<file path="src/rtl/operand_fwd_stage_pkg.sv">
// Shared widths, zero-register constant and FIFO entry layout for operand_fwd_stage.
// Forwarding fields exist only when OPFWD_FORWARD_EN is defined.
package operand_fwd_stage_pkg;

    localparam int DEF_DATA_W = 8;
    localparam int DEF_REG_W  = 3;

    localparam logic [DEF_REG_W-1:0] ZERO_REG = '0;

    typedef struct packed {
        logic [DEF_DATA_W-1:0] rf;
`ifdef OPFWD_FORWARD_EN
        logic [DEF_DATA_W-1:0] fwd;
        logic [DEF_REG_W-1:0]  src;
        logic                  hit;
`endif
    } opfwd_entry_t;

endpackage

</file>
<file path="src/rtl/operand_fwd_stage_match.sv">
// opfwd_match: flags a write-back that targets a given source register (never r0).
// Only built when OPFWD_FORWARD_EN is defined.
`ifdef OPFWD_FORWARD_EN
module opfwd_match
    import operand_fwd_stage_pkg::*;
#(
    parameter int REG_W = DEF_REG_W
) (
    input  logic             wb_valid,
    input  logic [REG_W-1:0] wb_reg,
    input  logic [REG_W-1:0] src_reg,
    output logic             hit
);

    assign hit = wb_valid && (wb_reg == src_reg) && (wb_reg != REG_W'(ZERO_REG));

endmodule
`endif

</file>
<file path="src/rtl/operand_fwd_stage.sv">
// Two-entry operand FIFO with write-back snooping; forwarding is compiled in by OPFWD_FORWARD_EN.
// Entry layout comes from operand_fwd_stage_pkg, so DATA_W/REG_W must stay at the package widths.
module operand_fwd_stage
    import operand_fwd_stage_pkg::*;
#(
    parameter int DATA_W = DEF_DATA_W,
    parameter int REG_W  = DEF_REG_W
) (
    input  logic              clk,
    input  logic              reset_n,
    input  logic              in_valid,
    output logic              in_ready,
    input  logic [REG_W-1:0]  in_src_reg,
    input  logic [DATA_W-1:0] in_rf_data,
    input  logic              wb_valid,
    input  logic [REG_W-1:0]  wb_reg,
    input  logic [DATA_W-1:0] wb_data,
    output logic              out_valid,
    input  logic              out_ready,
    output logic [DATA_W:0]   out_data1,
    output logic [DATA_W:0]   out_data2,
    output logic              out_select
);

    logic [1:0]   count;
    logic         wr_ptr;
    logic         rd_ptr;
    logic         push;
    logic         pop;
    opfwd_entry_t entries      [2];
    opfwd_entry_t entries_next [2];
    opfwd_entry_t new_entry;
    opfwd_entry_t head;

    assign in_ready  = (count < 2'd2);
    assign out_valid = (count != 2'd0);
    assign push      = in_valid & in_ready;
    assign pop       = out_valid & out_ready;

`ifdef OPFWD_FORWARD_EN
    logic       push_hit;
    logic [1:0] snoop_hit;

    opfwd_match #(.REG_W(REG_W)) u_push_match (
        .wb_valid (wb_valid),
        .wb_reg   (wb_reg),
        .src_reg  (in_src_reg),
        .hit      (push_hit)
    );

    for (genvar g = 0; g < 2; g++) begin : g_snoop
        opfwd_match #(.REG_W(REG_W)) u_entry_match (
            .wb_valid (wb_valid),
            .wb_reg   (wb_reg),
            .src_reg  (entries[g].src),
            .hit      (snoop_hit[g])
        );
    end
`else
    logic unused_fwd_inputs;
    assign unused_fwd_inputs = ^{in_src_reg, wb_valid, wb_reg, wb_data};
`endif

    always_comb begin
        new_entry    = '0;
        new_entry.rf = in_rf_data;
`ifdef OPFWD_FORWARD_EN
        new_entry.src = in_src_reg;
        new_entry.hit = push_hit;
        new_entry.fwd = push_hit ? wb_data : '0;
`endif
    end

    // Snoop every slot (empty ones too, they are overwritten on push), then land the push.
    always_comb begin
        for (int i = 0; i < 2; i++) begin
            entries_next[i] = entries[i];
`ifdef OPFWD_FORWARD_EN
            if (snoop_hit[i]) begin
                entries_next[i].hit = 1'b1;
                entries_next[i].fwd = wb_data;
            end
`endif
        end
        if (push) begin
            entries_next[wr_ptr] = new_entry;
        end
    end

    always_ff @(posedge clk or negedge reset_n) begin
        if (!reset_n) begin
            count  <= 2'd0;
            wr_ptr <= 1'b0;
            rd_ptr <= 1'b0;
            for (int i = 0; i < 2; i++) begin
                entries[i] <= '0;
            end
        end else begin
            count  <= count + {1'b0, push} - {1'b0, pop};
            wr_ptr <= wr_ptr ^ push;
            rd_ptr <= rd_ptr ^ pop;
            for (int i = 0; i < 2; i++) begin
                entries[i] <= entries_next[i];
            end
        end
    end

    assign head      = entries[rd_ptr];
    assign out_data1 = {out_valid, out_valid ? head.rf : {DATA_W{1'b0}}};

`ifdef OPFWD_FORWARD_EN
    assign out_data2  = {out_valid, out_valid ? head.fwd : {DATA_W{1'b0}}};
    assign out_select = out_valid & head.hit;
`else
    assign out_data2  = {out_valid, {DATA_W{1'b0}}};
    assign out_select = 1'b0;
`endif

endmodule

</file>
<file path="config.mk">
export PLATFORM = sky130hd
export DESIGN_NAME = operand_fwd_stage
export DESIGN_NICKNAME = d
export VERILOG_FILES = /design/src/rtl/operand_fwd_stage_pkg.sv /design/src/rtl/operand_fwd_stage_match.sv /design/src/rtl/operand_fwd_stage.sv
export SDC_FILE = /design/constraint.sdc
export NUM_CORES = 1
export LEC_CHECK = 0
export BUFFER_PORTS_ARGS = -buffer_cell sky130_fd_sc_hd__buf_2
export CAP_MARGIN = 20
export CORE_MARGIN = 10
export CORE_UTILIZATION = 45
export CTS_CLUSTER_SIZE = 24
export DETAILED_ROUTE_END_ITERATION = 10
export PLACE_DENSITY = 0.77
export SLEW_MARGIN = 10
export SYNTH_ARGS = -nofsm -noshare
export SYNTH_HDL_FRONTEND = slang
export SYNTH_SLANG_ARGS = --single-unit
</file>
<file path="constraint.sdc">
create_clock -name clk -period 1.5 [get_ports clk]
set_input_delay 0.15 -clock clk [delete_from_list [all_inputs] [get_ports clk]]
set_output_delay 0.15 -clock clk [all_outputs]
set_load 0.05 [all_outputs]
</file>
== Word-level counts from Yosys, hierarchy flattened ==
Cells that the tools add are included.
Operators by class
  add/sub/neg operators: 2
  order comparisons: 4
  muxes and demuxes: 7
  bitwise logic cells: 6
  reduce and logical (&&, ||, !) cells: 2
Operators with widths (number)
  two-way mux 8 bit: 5
  bitwise mux 16 bit: 1
  demux 8 bit (select 1 bit): 1
  >= comparator 2 bit, second input constant: 2
  NOT 1 -> 2 bit: 2
  adder 2 x 1 -> 2 bit: 1
  bitwise AND 1 bit: 2
  < comparator 2 x 1 -> 1 bit, second input constant: 1
  < comparator 2 bit, second input constant: 1
  nonzero test 2 bit: 1
  subtractor 2 x 1 -> 2 bit: 1
  XOR 1 bit: 2
  logical AND 1 bit: 1
Storage, ports and cells
  flip-flop bits (word level): 20
  bits of input ports: 27
  output and inout bits: 21
  word-level logic and storage cells: 26

== Longest topological paths before layout ==
Gate-level depths: netlist of run 1.
  depth after elaboration: 6
  depth in mapped cells: 4
  depth with buffers taken out: 4

== Least setup slack after synthesis of run 1 ==
No wires, ideal clock.
  path type: register to output
  from: register count[1]
  to: output out_data1[8]
  data arrival time: 1.385 ns
  required time: 1.350 ns
  setup slack: -0.035 ns
  cell stages (with the launch flop): 4
  buffers on the path: 1
  cell sequence: dfrtp_1 nor2_1 inv_1 buf_4
On the way
  longest elaborated chain between the ends: 1
RTL lines
  start: declaration: RTL line operand_fwd_stage.sv:25  | logic [1:0] count;
  start signal: assignment: RTL line operand_fwd_stage.sv:99  | count <= count + {1'b0, push} - {1'b0, pop};
  nonzero test 2 bit: RTL line operand_fwd_stage.sv:36  | assign out_valid = (count != 2'd0);
  end: declaration: RTL line operand_fwd_stage.sv:20  | output logic [DATA_W:0] out_data1,
No other way between the ends.

== Final worst setup path of run 1 ==
  from: register rd_ptr
  to: output out_data1[7]
On the way
  longest elaborated chain between the ends: 5
RTL lines
  start: declaration: RTL line operand_fwd_stage.sv:27  | logic rd_ptr;
  start signal: assignment: RTL line operand_fwd_stage.sv:101  | rd_ptr <= rd_ptr ^ pop;
  NOT 1 -> 2 bit (not written as such): RTL line operand_fwd_stage.sv:108  | assign head = entries[rd_ptr];
  two-way mux 8 bit (not written as such) (3 in series): RTL line operand_fwd_stage.sv:108
  two-way mux 8 bit: RTL line operand_fwd_stage.sv:109  | assign out_data1 = {out_valid, out_valid ? head.rf : {DATA_W{1'b0}}};
No other way between the ends. The select of a mux whose other input is x is not followed.

==> results of run 1 <==
==> metal layers <==
layer | vias to the layer above | wire (um) | part of all wire, % | track usage (%)
met5 | - | 0 | 0 | 0
met1 | 326 | 739 | 37 | 9.789
met4 | 0 | 22 | 1.1 | 3.769
met2 | 28 | 964 | 48 | 13.49
li1 | 312 | - | - | -
met3 | 3 | 282 | 14 | 4.078
==> worst paths after layout <==
kind,slack [ps],endpoint,from,cells after the start
min reg2reg,520,entries[10],entries[10],1
min,90,entries[5],in_rf_data[5],2
max in group asynchronous,870,count[1],reset_n,2
max reg2reg,70,count[1],count[1],4
min in group asynchronous,300,entries[14],reset_n,2
max,50,out_data1[7],rd_ptr,4
==> per-stage QoR <==
step	hold WS (ps)	TNS (ps)	utilization (%)
4_1_cts	80.01	0	54.69
2_1_floorplan	-145.6	0	-
6_report	87.98	0	58.20
3_3_place_gp	111.3	0	51.64
5_1_grt	75.36	-165.3	58.20
3_5_place_dp	117.0	0	51.64
==> cell usage in the layout (no fill, tap or decap) <==
master and n:
nor2_1 8, clkbuf_8 1, a31oi_1 1, buf_4 6, conb_1 9, and2_1 1, mux2_4 8, o21ai_0 1
mux2_2 8, xnor2_1 2, buf_2 13, ha_1 2, inv_2 1, nor2b_4 1, nand2_4 1, dlygate4sd3_1 1
clkbuf_4 4, mux2i_1 8, inv_1 4, buf_6 9, dfrtp_1 18, nor2_4 1, dfrtp_2 2, a221oi_1 1
nor2b_1 1
==> synth_stat cells <==
cell and instances:
and2_1 1, o21ai_0 1, buf_2 2, inv_1 5, nor2_1 9, nand2_4 1
xnor2_1 2, buf_4 11, ha_1 2, nor2b_1 1, nor2b_4 1, a31oi_1 1
mux2i_1 8, a221oi_1 1, mux2_4 8, dfrtp_1 20, conb_1 1, mux2_2 8
==> logic make-up after synthesis <==
| family | count (synthesis) | share of synthesized area, % |
|---|---|---|
| multiplexers | 24 | 27.92 |
| flip-flops | 20 | 48.13 |
| buffers and inverters | 18 | 10.71 |
| AND/OR/NAND/NOR | 13 | 6.859 |
| AO/OA/AOI/OAI | 3 | 1.925 |
| adder cells (fa/ha/maj) | 2 | 2.406 |
| XOR/XNOR | 2 | 1.685 |
| other | 1 | 0.3607 |
==> layout make-up <==
type / count / area, um^2
fillers: 196 / 924.6
flip-flops and latches: 20 / 503.0
multi-input cells: 53 / 465.4
repair buffers: 30 / 229.0
clock buffers: 4 / 36.28
well taps: 28 / 35.03
inverters: 5 / 18.77
==> worst max-delay path, stage by stage (launching register included) <==
cell and delay (ps):
dfrtp_2 430, buf_6 140, mux2i_1 110, nor2_1 150, buf_6 180
==> state kept, by name (all words and copies together), names as in the netlist <==
signal   count
entries     16
count        2
rd_ptr       1
wr_ptr       1
==> timing repair <==
| item | CTS | global route |
|---|---|---|
| endpoints found under the hold margin | 20 | 0 |
| gates cloned | 0 | 1 |
| hold buffers | 1 | 0 |
| buffers inserted | 0 | 3 |
| resized for setup | 9 | 19 |
| setup endpoints to repair | 8 | 11 |
| pin swaps | 0 | 2 |
==> results.py, run 1 <==
metrics = {
    "status": {
        "outcome": "completed",
    },
    "yosys": {
        "syn-instance-count": 83,
        "ys_seq_area_share_pct": 48.13,
        "syn_area_um2": 1040,
        "yosysTopAreaCell": "dfrtp_1",
        "synthDistinctLibCells": 18,
        "avgSynthCellArea_um2": 12.53,
        "synth_top_cell_area_share_pct": 48.13,
        "netlist_top_cells_area": "dfrtp_1 (48%), mux2_4 (12%), mux2_2 (8.7%)",
        "ys_warn_count": 0,
        "synth-seq-cells": 20,
    },
    "hold_path": {
        "hp-class": "primary input to register",
    },
    "clocking": {
        "cts_buffer_depth": 2,
        "clkTransAtPathRegs_ps": 110,
        "clk_latency_ps": 300,
        "numCtsBuffers": 3,
        "cts_tree": "yes",
        "cts_max_level": 1,
        "clock-sinks": 20,
        "root_buffer": "clkbuf_4",
    },
    "placement": {
        "place_congestion": 0.6765,
        "placed_cell_area_um2": 1142,
        "dp_hpwl_um": 1464,
        "place_ws_ps": 105.7,
        "port_buffers": 23,
        "dp_cells": 131,
    },
    "critical_path": {
        "path_class": "register to output pin",
        "cp-start-kind": "register",
        "cp.required_ps": 1350,
        "cp_max_fo": 4,
        "crit_arrival_ps": 1300,
        "end_kind": "output pin",
    },
    "global_route": {
        "overflow": 0,
        "grt_pass1_vias": 682,
        "grt_max_degree": 21,
        "antenna_found_initial": 0,
        "grt_usage_pct": 8.597,
        "grt_pass1_wl_um": 2994,
    },
    "sta": {
        "fmax_mhz": 689.7,
        "rsz0062_at_grt": "true",
        "skew_ps": 2.995,
        "timing.final.crit_share_pct": 96.65,
        "worst_slack_ps": 50.20,
        "setup_viol_count_final": 0,
        "min_period_ps": 1450,
        "hold_viol_final": 0,
        "drv_slew": 0,
    },
    "die": {
        "die-area_um2": 4634,
        "num_io_pins": 48,
        "die-width_um": 68.07,
        "fp.dieH_um": 68.07,
        "core_area_um2": 2212,
        "start_util_pct": 47.00,
        "core.rowCount": 17,
    },
    "drt": {
        "detail-route-antenna-nets": 0,
        "dr_total_vias": 669,
        "viasPerCell": 4.779,
        "wl_um": 2008,
        "drc": 0,
        "drt_iter0_markers": 3,
        "wire_per_inst_um": 14.34,
        "firstDrtPassIters": 3,
    },
    "run": {
        "drv_cap": 0,
    },
    "cells_and_area": {
        "areaGrowthSynthToFinish_pct": 23.83,
        "antenna_cells": 0,
        "final_area_um2": 1287,
        "final_nets": 142,
        "drive_gt1_share_pct": 49.11,
        "finalNonFillerCells": 140,
    },
}
Power of run 1 is not shown: default switching activity piles up to over one toggle a cycle in this logic, so the estimate is an artifact.
==> run 2: changes to the inputs <==
--- a/config.mk
+++ b/config.mk
@@ -11,7 +11,7 @@
 export CORE_UTILIZATION = 45
 export CTS_CLUSTER_SIZE = 24
 export DETAILED_ROUTE_END_ITERATION = 10
-export PLACE_DENSITY = 0.77
+export PLACE_DENSITY = 0.83
 export SLEW_MARGIN = 10
 export SYNTH_ARGS = -nofsm -noshare
 export SYNTH_HDL_FRONTEND = slang
==> results.py, run 2 (synthesis results as in run 1) <==
metrics = {
    "global_route": {
        "overflow": 0,
        "grt_pass1_vias": 718,
        "grt_pass1_wl_um": 3160,
        "antenna_found_initial": 0,
        "grt_max_degree": 21,
        "grt_usage_pct": 8.864,
    },
    "critical_path": {
        "cp_num_buf_inv": 2,
        "reg2reg_depth": 4,
        "worstSetupPathDepth": 4,
        "cp.required_ps": 1350,
        "critPathMaxStageDelay_ps": 440,
        "cp_slowest_cell": "dfrtp_2",
        "cp-start-kind": "register",
        "cp_common_cell": "buf_6",
        "crit_arrival_ps": 1330,
        "path_cells": "buf_6 -> mux2i_1 -> nor2_1 -> buf_6",
        "end_kind": "output pin",
        "crit_family": "flip-flops",
        "path_class": "register to output pin",
        "cp_max_fo": 3,
    },
    "die": {
        "core.rowCount": 17,
        "num_io_pins": 48,
        "die-width_um": 68.07,
        "fp.dieH_um": 68.07,
        "die-area_um2": 4634,
        "start_util_pct": 47.00,
        "core_area_um2": 2212,
    },
    "sta": {
        "drv_slew": 0,
        "timing.final.crit_share_pct": 98.39,
        "hold_viol_final": 0,
        "setup_viol_count_final": 0,
        "min_period_ps": 1476,
        "fmax_mhz": 677.5,
        "rsz0062_at_grt": "true",
        "skew_ps": 4.419,
    },
    "clocking": {
        "numCtsBuffers": 3,
        "clk_latency_ps": 300,
        "cts_tree": "yes",
        "cts_max_level": 1,
        "root_buffer": "clkbuf_4",
        "clkTransAtPathRegs_ps": 120,
        "cts_buffer_depth": 2,
        "clock-sinks": 20,
    },
    "drt": {
        "detail-route-antenna-nets": 0,
        "drt_iter0_markers": 5,
        "firstDrtPassIters": 3,
        "dr_total_vias": 678,
        "viasPerCell": 4.775,
        "drc": 0,
        "wire_per_inst_um": 15.68,
        "wl_um": 2227,
    },
    "placement": {
        "place_congestion": 0.7621,
        "port_buffers": 23,
        "dp_hpwl_um": 1593,
    },
    "cells_and_area": {
        "largest_reg_flops": 16,
        "largest-register": "entries",
        "final_nets": 144,
        "reg_top3": "entries: 16 flops, count: 2 flops",
        "mostFrequentLayoutCells": "dfrtp_1 (18), buf_2 (15), conb_1 (9), buf_4 (9)",
        "drive_gt1_share_pct": 50.00,
        "antenna_cells": 0,
        "num-fill-cells": 206,
        "areaGrowthSynthToFinish_pct": 25.63,
        "utilization_pct": 59.05,
        "layout_commonest_cell": "dfrtp_1",
    },
    "hold_path": {
        "hold_depth": 2,
        "hp-class": "primary input to register",
    },
    "run": {
        "drv_cap": 0,
    },
    "status": {
        "outcome": "completed",
    },
}
==> run 2: timing repair <==
item / in CTS / in global routing
cloned: 0 / 1
buffers inserted: 0 / 5
setup endpoints to repair: 11 / 19
hold buffers: 1 / 0
pin swaps: 1 / 3
hold endpoints to repair: 20 / 0
resized for setup: 6 / 20
==> run 2: worst paths after layout <==
| check | slack, ps | from | endpoint |
|---|---|---|---|
| max | 20 | rd_ptr | out_data1[0] |
| min | 80 | in_rf_data[3] | entries[3] |
| max reg2reg | 60 | count[1] | entries[10] |
| min reg2reg | 520 | entries[8] | entries[8] |
| max in group asynchronous | 850 | reset_n | count[1] |
| min in group asynchronous | 310 | reset_n | entries[10] |
==> run 2: cell type report <==
type | count | area (um^2) | share of cell area [%]
sequential | 20 | 503.0 | 38.51
multi-input combinational | 54 | 476.7 | 36.49
timing repair buffer | 31 | 220.2 | 16.86
tap | 28 | 35.03 | 2.682
clock inverter | 1 | 30.03 | 2.299
clock buffer | 3 | 22.52 | 1.724
inverter | 5 | 18.77 | 1.437
==> run 2: through the flow <==
| step | area (um^2) | instances | TNS (ps) | hold slack [ps] | setup WS (ps) |
|---|---|---|---|---|---|
| after global placement | 1142 | 131 | 0 | 103.5 | 48.31 |
| after CTS | 1221 | 136 | 0 | 79.99 | 1.122 |
| final | 1306 | 142 | 0 | 84.62 | 24.08 |
| after detailed placement | 1142 | 131 | 0 | 119.2 | 30.74 |
| after floorplan | 1070 | 91 | 0 | -145.6 | 42.73 |
| after global routing | 1306 | 142 | -143.3 | 69.05 | -52.81 |
==> run 2: metal layers <==
layer	vias up	GRT usage (%)	part of all wire, %
li1	318	-	-
met1	332	9.981	42
met2	26	14.42	47
met3	2	3.752	10
met4	0	3.769	0.85
met5	-	0	0
==> run 2: worst register-to-register path: cells and delay by family (launching register included) <==
kind | cells | cell delay, ps
fa+ha+maj | 1 | 160
buf+inv | 1 | 170
mux | 1 | 350
simple gates | 1 | 160
flops | 1 | 500
Power of run 2 is left out for the same reason.
